`config.mk`:
```
export PLATFORM = sky130hd
export DESIGN_NAME = bitonic_sort_pipe
export DESIGN_NICKNAME = d
export VERILOG_FILES = /design/src/rtl/sort_pkg.sv /design/src/rtl/bitonic_sort_pipe_cx.sv /design/src/rtl/bitonic_sort_pipe.sv
export SDC_FILE = /design/constraint.sdc
export NUM_CORES = 1
export LEC_CHECK = 0
export CORE_MARGIN = 2
export CORE_UTILIZATION = 44
export DETAILED_ROUTE_END_ITERATION = 10
export GPL_TIMING_DRIVEN = 0
export PLACE_DENSITY_LB_ADDON = 0.08
export SYNTH_ARGS = -nofsm -noshare
export SYNTH_HDL_FRONTEND = slang
export SYNTH_SLANG_ARGS = --single-unit
```
`constraint.sdc`:
```
create_clock -name clk -period 1.95 [get_ports clk]
set_input_delay 0.4875 -clock clk [delete_from_list [all_inputs] [get_ports clk]]
set_output_delay 0.4875 -clock clk [all_outputs]
set_load 0.05 [all_outputs]
```
`src/rtl/sort_pkg.sv`:
```
// Shared helpers for the bitonic sorting network: stage count and the
// per-layer geometry (block size, partner distance, sub-sequence direction).
// These are evaluated at elaboration time, so the generate grid needs no tables.
package sort_pkg;

  localparam int MAX_LOGN = 5;

  // Number of compare-exchange layers for 2**logn elements.
  function automatic int stage_count(input int logn);
    return (logn * (logn + 1)) / 2;
  endfunction

  // log2 of the bitonic block size merged by layer s.
  function automatic int layer_blk_log(input int s);
    int rem;
    int res;
    rem = s;
    res = 0;
    for (int p = 1; p <= MAX_LOGN; p++) begin
      if (res == 0) begin
        if (rem < p) res = p;
        else rem = rem - p;
      end
    end
    return res;
  endfunction

  // log2 of the compare distance used by layer s.
  function automatic int layer_dist_log(input int s);
    int rem;
    int res;
    bit found;
    rem = s;
    res = 0;
    found = 1'b0;
    for (int p = 1; p <= MAX_LOGN; p++) begin
      if (!found) begin
        if (rem < p) begin
          res = p - 1 - rem;
          found = 1'b1;
        end else begin
          rem = rem - p;
        end
      end
    end
    return res;
  endfunction

  // Bitonic block size merged by layer s.
  function automatic int block_size(input int s);
    return 1 << layer_blk_log(s);
  endfunction

  // Index compared against element i in layer s.
  function automatic int partner(input int s, input int i);
    return i ^ (1 << layer_dist_log(s));
  endfunction

  // Sub-sequence direction at element i in layer s (1 = descending block).
  function automatic logic sub_dir(input int s, input int i);
    return ((i >> layer_blk_log(s)) & 1) != 0;
  endfunction

endpackage

```
`src/rtl/bitonic_sort_pipe_cx.sv`:
```
// Combinational compare-exchange cell. lo/hi map to the lower/higher network
// index. With dir=0 the smaller key goes to lo; with dir=1 the larger key does.
// Equal keys are never reordered in the ascending case.
module bitonic_cx #(
  parameter int DW     = 8,
  parameter int SIGNED = 0
) (
  input  logic [DW-1:0] a,
  input  logic [DW-1:0] b,
  input  logic          dir,
  output logic [DW-1:0] lo,
  output logic [DW-1:0] hi
);

  logic gt;
  logic swap;

  // Strict greater-than in the configured number format, then steer.
  always_comb begin
    if (SIGNED != 0) gt = $signed(a) > $signed(b);
    else             gt = a > b;
    swap = dir ^ gt;
    lo   = swap ? b : a;
    hi   = swap ? a : b;
  end

endmodule

```
`src/rtl/bitonic_sort_pipe.sv`:
```
// Fully pipelined bitonic sorter: one register stage per compare-exchange
// layer, a single global advance enable, and a tag/dir sideband per stage.
//
// Handshake: a transfer happens on a rising edge where valid and ready are
// both 1. The pipeline advances whenever the output register is empty or
// being drained (adv = out_ready | ~out_valid); in_ready equals adv, so the
// producer must hold in_valid and its payload until it sees in_ready=1.
// Bubbles travel with the pipe and are not squeezed out.
module bitonic_sort_pipe
  import sort_pkg::*;
#(
  parameter int DW     = 8,
  parameter int LOGN   = 3,
  parameter int TW     = 4,
  parameter int SIGNED = 0
) (
  input  logic                       clk,
  input  logic                       rst_n,
  input  logic                       in_valid,
  output logic                       in_ready,
  input  logic [(2**LOGN)*DW-1:0]    in_data,
  input  logic                       in_dir,
  input  logic [TW-1:0]              in_tag,
  output logic                       out_valid,
  input  logic                       out_ready,
  output logic [(2**LOGN)*DW-1:0]    out_data,
  output logic [TW-1:0]              out_tag,
  output logic                       busy
);

  localparam int N = 2 ** LOGN;
  localparam int S = stage_count(LOGN);

  // Stage registers.
  logic [N-1:0][DW-1:0] st_data [S];
  logic                 st_dir  [S];
  logic [TW-1:0]        st_tag  [S];
  logic [S-1:0]         st_valid;

  // Per-layer combinational inputs and network outputs.
  logic [N-1:0][DW-1:0] lay_in    [S];
  logic [N-1:0][DW-1:0] lay_out   [S];
  logic                 lay_dir   [S];
  logic [TW-1:0]        lay_tag   [S];
  logic                 lay_valid [S];

  logic adv;

  assign adv       = out_ready | ~out_valid;
  assign in_ready  = adv;
  assign out_valid = st_valid[S-1];
  assign out_data  = st_data[S-1];
  assign out_tag   = st_tag[S-1];
  assign busy      = |st_valid;

  for (genvar s = 0; s < S; s++) begin : g_layer
    if (s == 0) begin : g_src_in
      assign lay_in[s]    = in_data;
      assign lay_dir[s]   = in_dir;
      assign lay_tag[s]   = in_tag;
      assign lay_valid[s] = in_valid;
    end else begin : g_src_reg
      assign lay_in[s]    = st_data[s-1];
      assign lay_dir[s]   = st_dir[s-1];
      assign lay_tag[s]   = st_tag[s-1];
      assign lay_valid[s] = st_valid[s-1];
    end

    for (genvar i = 0; i < N; i++) begin : g_elem
      localparam int   PI = partner(s, i);
      localparam logic SD = sub_dir(s, i);
      if (i < PI) begin : g_cx
        bitonic_cx #(
          .DW     (DW),
          .SIGNED (SIGNED)
        ) u_cx (
          .a   (lay_in[s][i]),
          .b   (lay_in[s][PI]),
          .dir (lay_dir[s] ^ SD),
          .lo  (lay_out[s][i]),
          .hi  (lay_out[s][PI])
        );
      end
    end
  end

  // Every stage loads its layer result together when the pipe advances.
  always_ff @(posedge clk or negedge rst_n) begin
    if (!rst_n) begin
      st_valid <= '0;
      for (int s = 0; s < S; s++) begin
        st_data[s] <= '0;
        st_dir[s]  <= 1'b0;
        st_tag[s]  <= '0;
      end
    end else if (adv) begin
      for (int s = 0; s < S; s++) begin
        st_data[s]  <= lay_out[s];
        st_dir[s]   <= lay_dir[s];
        st_tag[s]   <= lay_tag[s];
        st_valid[s] <= lay_valid[s];
      end
    end
  end

endmodule

```
==> impl_metrics.csv <==
group,metric,value,unit
placement,placed_cell_area,32800,um^2
timing,min_period_over_period,125,%
global_route,grt_pass1_wl,178,mm
worst_setup_path,cp.required,2420,ps
yosys,synth_edf_count,0,
worst_setup_path,r2r_start,"lay_in[151]",
yosys,synth_warnings,0,
worst_setup_path,worst_ep_arrival_time,2920,ps
clocking,path_clk_slew,60,ps
layout,final_area,40800,um^2
floorplanning,die_w,261,um
pwr,power.leakage,17.6,nW
timing,period_needed,2440,ps
floorplanning,start_util,44.4,%
worst_setup_path,crit_path_end_kind,"register",
worst_setup_path,path_common_cell,"nand4_1",
floorplanning,placeableCoreArea,65600,um^2
detailed_routing,drtIter0Drc,2197,
yosys,async_flop_share,100,%
yosys,synth_xor_area_share,0,%
yosys,synth_most_common_cell,"dfrtp_1",
yosys,synth_common_cells,"419 x dfrtp_1, 392 x nand4_1, 387 x o211ai_1",
worst_setup_path,worstPathMaxFanout,5,
outcome,outcome,"finished with violations",
yosys,ys_seq_area_share,36.0,%
yosys,synth-compound-area-share,26.6,%
run,cap_violations,0,
clocking,clock_sinks,419,
yosys,syn_inst,2962,
yosys,syn_area,29100,um^2
pwr,p_per_area,2310,nW/um^2
worst_setup_path,critPathKind,"register to register",
detailed_routing,finalWirelength,121,mm
detailed_routing,ant_nets,0,
timing,finalHoldViolCount,0,
placement,globalplace.congestion,0.965,
worst_setup_path,critical_path.max_stage_delay,510,ps
timing,fin_skew,16.5,ps
worst_setup_path,cp_cell_sequence,"ha_4, nand4_1, or3_4, o32a_4, buf_6, nand4_1, o211ai_1",
outcome,violations,"negative setup slack",
worst_setup_path,cp-startpoint,"lay_in[151]",
detailed_routing,wire_per_inst,26.5,um
detailed_routing,viasPerCell,6.28,
yosys,synth.area.mux_share,0,%
yosys,synth_top_family_by_area,"compound AO/OA/AOI/OAI gates",
global_route,antenna_found_initial,1,
layout,diodes,0,
layout,fin_nets,3923,
yosys,ys_ff_latch,419,
global_route,grt_pass1_vias,28223,
clocking,cts_tree,"yes",
timing,worst_pin_slew,724,ps
clocking,numCtsBuffers,50,
timing,fmax,409,MHz
worst_setup_path,crit_path_start_kind,"register",
clocking,cts-root-buf,"clkbuf_16",
clocking,worst_skew_pair.late_latency,620,ps
timing,slew_headroom,51.8,%
floorplanning,die_area,68300,um^2
placement,dp_hpwl,84.9,mm
yosys,ys_types,40,
pwr,p_total,0.0942,W
floorplanning,rows,94,
yosys,synth_top_area_cell,"dfrtp_1",
timing,rsz0062_at_grt,"yes",
clocking,htreeDepth,2,
floorplanning,io_pins,144,
layout,drive_gt1_share,43.2,%
placement,portBuffers,143,
yosys,syn_nets,3227,
timing,finalMaxSlewViolations,0,
yosys,synth.area.top_cells,"dfrtp_1 36%, o211ai_1 10%, nand4_1 8.4%",
hold_path,min_from,"in_data[48]",
global_route,grt.overflow.total,0,
pwr,peakVddDrop,0.000850,V
yosys,synth_adder_area_share,8.24,%
layout,area_growth,40.1,%
hold_path,hold_path.class,"input pin to register",
yosys,yosys.area_share.simple,21.1,%
global_route,grt_max_degree,122,
worst_setup_path,slowest_stage,"dfrtp_2",
yosys,synth_top_area_share,36.0,%
detailed_routing,via_count,28646,
floorplanning,dieHeight,261,um
yosys,avgSynthCellArea,9.84,um^2
detailed_routing,dr.pass1.iters,8,
timing,finalSetupViolations,318,
clocking,clockBufferDepth,3,
yosys,synth_ff_type,"dfrtp_1",
timing,timing.final.ws_setup,-494,ps
detailed_routing,drcViolationCount,0,
worst_setup_path,ff2ff_setup_slack,-490,ps
global_route,grtUsageTotal,34.5,%
[final cells by class]
| class | count | area [um^2] |
|---|---|---|
| Buffer | 241 | 1920 |
| Clock buffer | 66 | 1410 |
| Clock inverter | 25 | 267 |
| Fill cell | 5422 | 24800 |
| Inverter | 217 | 875 |
| Multi-Input combinational cell | 2083 | 18600 |
| Sequential cell | 419 | 10600 |
| Tap cell | 864 | 1080 |
| Timing Repair Buffer | 645 | 6010 |
| Timing Repair inverter | 1 | 6.26 |
[metal layers]
metal	GRT usage (%)	wire (um)
met5	0	0
met4	23.2	9940
met3	5.59	7240
met2	59.7	58900
met1	39.4	44600
[cells in the final DEF, fill, tap and decap left out, types with 24 or more instances in the layout]
cell type / instances
a21oi_1: 48
a31o_4: 24
a31oi_4: 24
a32o_2: 24
buf_2: 50
buf_4: 396
buf_6: 181
clkbuf_1: 33
clkbuf_16: 56
clkbuf_2: 46
clkdlybuf4s15_2: 58
dfrtp_1: 292
dfrtp_2: 127
dlygate4sd2_1: 38
dlymetal6s2s_1: 26
ha_1: 95
ha_4: 97
inv_1: 154
inv_2: 53
nand2_1: 354
nand3_1: 224
nand4_1: 392
nor3_4: 24
o211ai_1: 387
o211ai_2: 154
o211ai_4: 27
o32ai_4: 24
or3_4: 24
[cell families (layout without fill, tap and decap cells)]
family | Yosys count | in the layout
and+or+nand+nor | 1107 | 1107
AOI/OAI and AO/OA | 784 | 784
buffers and inverters | 460 | 1195
DFF | 419 | 419
adders and majority gates | 192 | 192
[through the flow]
stage | hold WS (ps) | setup TNS, ps | util (%) | setup slack [ps] | instances
2_1_floorplan | 192 | -4310 | - | -98.6 | 2962
3_3_place_gp | 451 | -8059580 | 49.8 | -18330 | 3969
3_5_place_dp | 456 | -408240 | 49.9 | -1670 | 3972
4_1_cts | 308 | -53320 | 58.6 | -353 | 4388
5_1_grt | 231 | -67270 | 62.2 | -515 | 4561
6_report | 216 | -46810 | 62.2 | -494 | 4561
[report_power, final]
group	switching (W)	internal (W)
logic	0.0364	0.0310
clock network	0.00405	0.00574
registers	0.00420	0.0128
[registers in the layout, indices dropped and copies added (netlist names)]
signal,flops
lay_in,320
st_valid,6
out_data,64
lay_tag,20
out_tag,4
lay_dir,5
[timing repair]
item	CTS	global route
endpoints found under the hold margin	87	0
setup endpoints to repair	489	416
pin swaps	238	513
setup buffers	294	155
gates cloned	31	20
hold buffers	1	0
gates resized for setup	601	343
[worst max-delay path: cells and delay by family (launching register included)]
family	cells	cell delay, ps
simple gates	3	950
flops	1	510
compound gates	2	390
fa+ha+maj	1	310
buf+inv	1	130
[path summary, 6_finish.rpt]
kind	endpoint	depth (start not counted)
worst max-delay path	lay_in[115]	7
worst min-delay path	lay_in[312]	3
worst max register to register	lay_in[115]	7
worst min register to register	out_tag[0]	2
max in group asynchronous	lay_in[77]	3
min in group asynchronous	out_data[13]	2
Note: power is estimated with default switching activity, not from simulation.
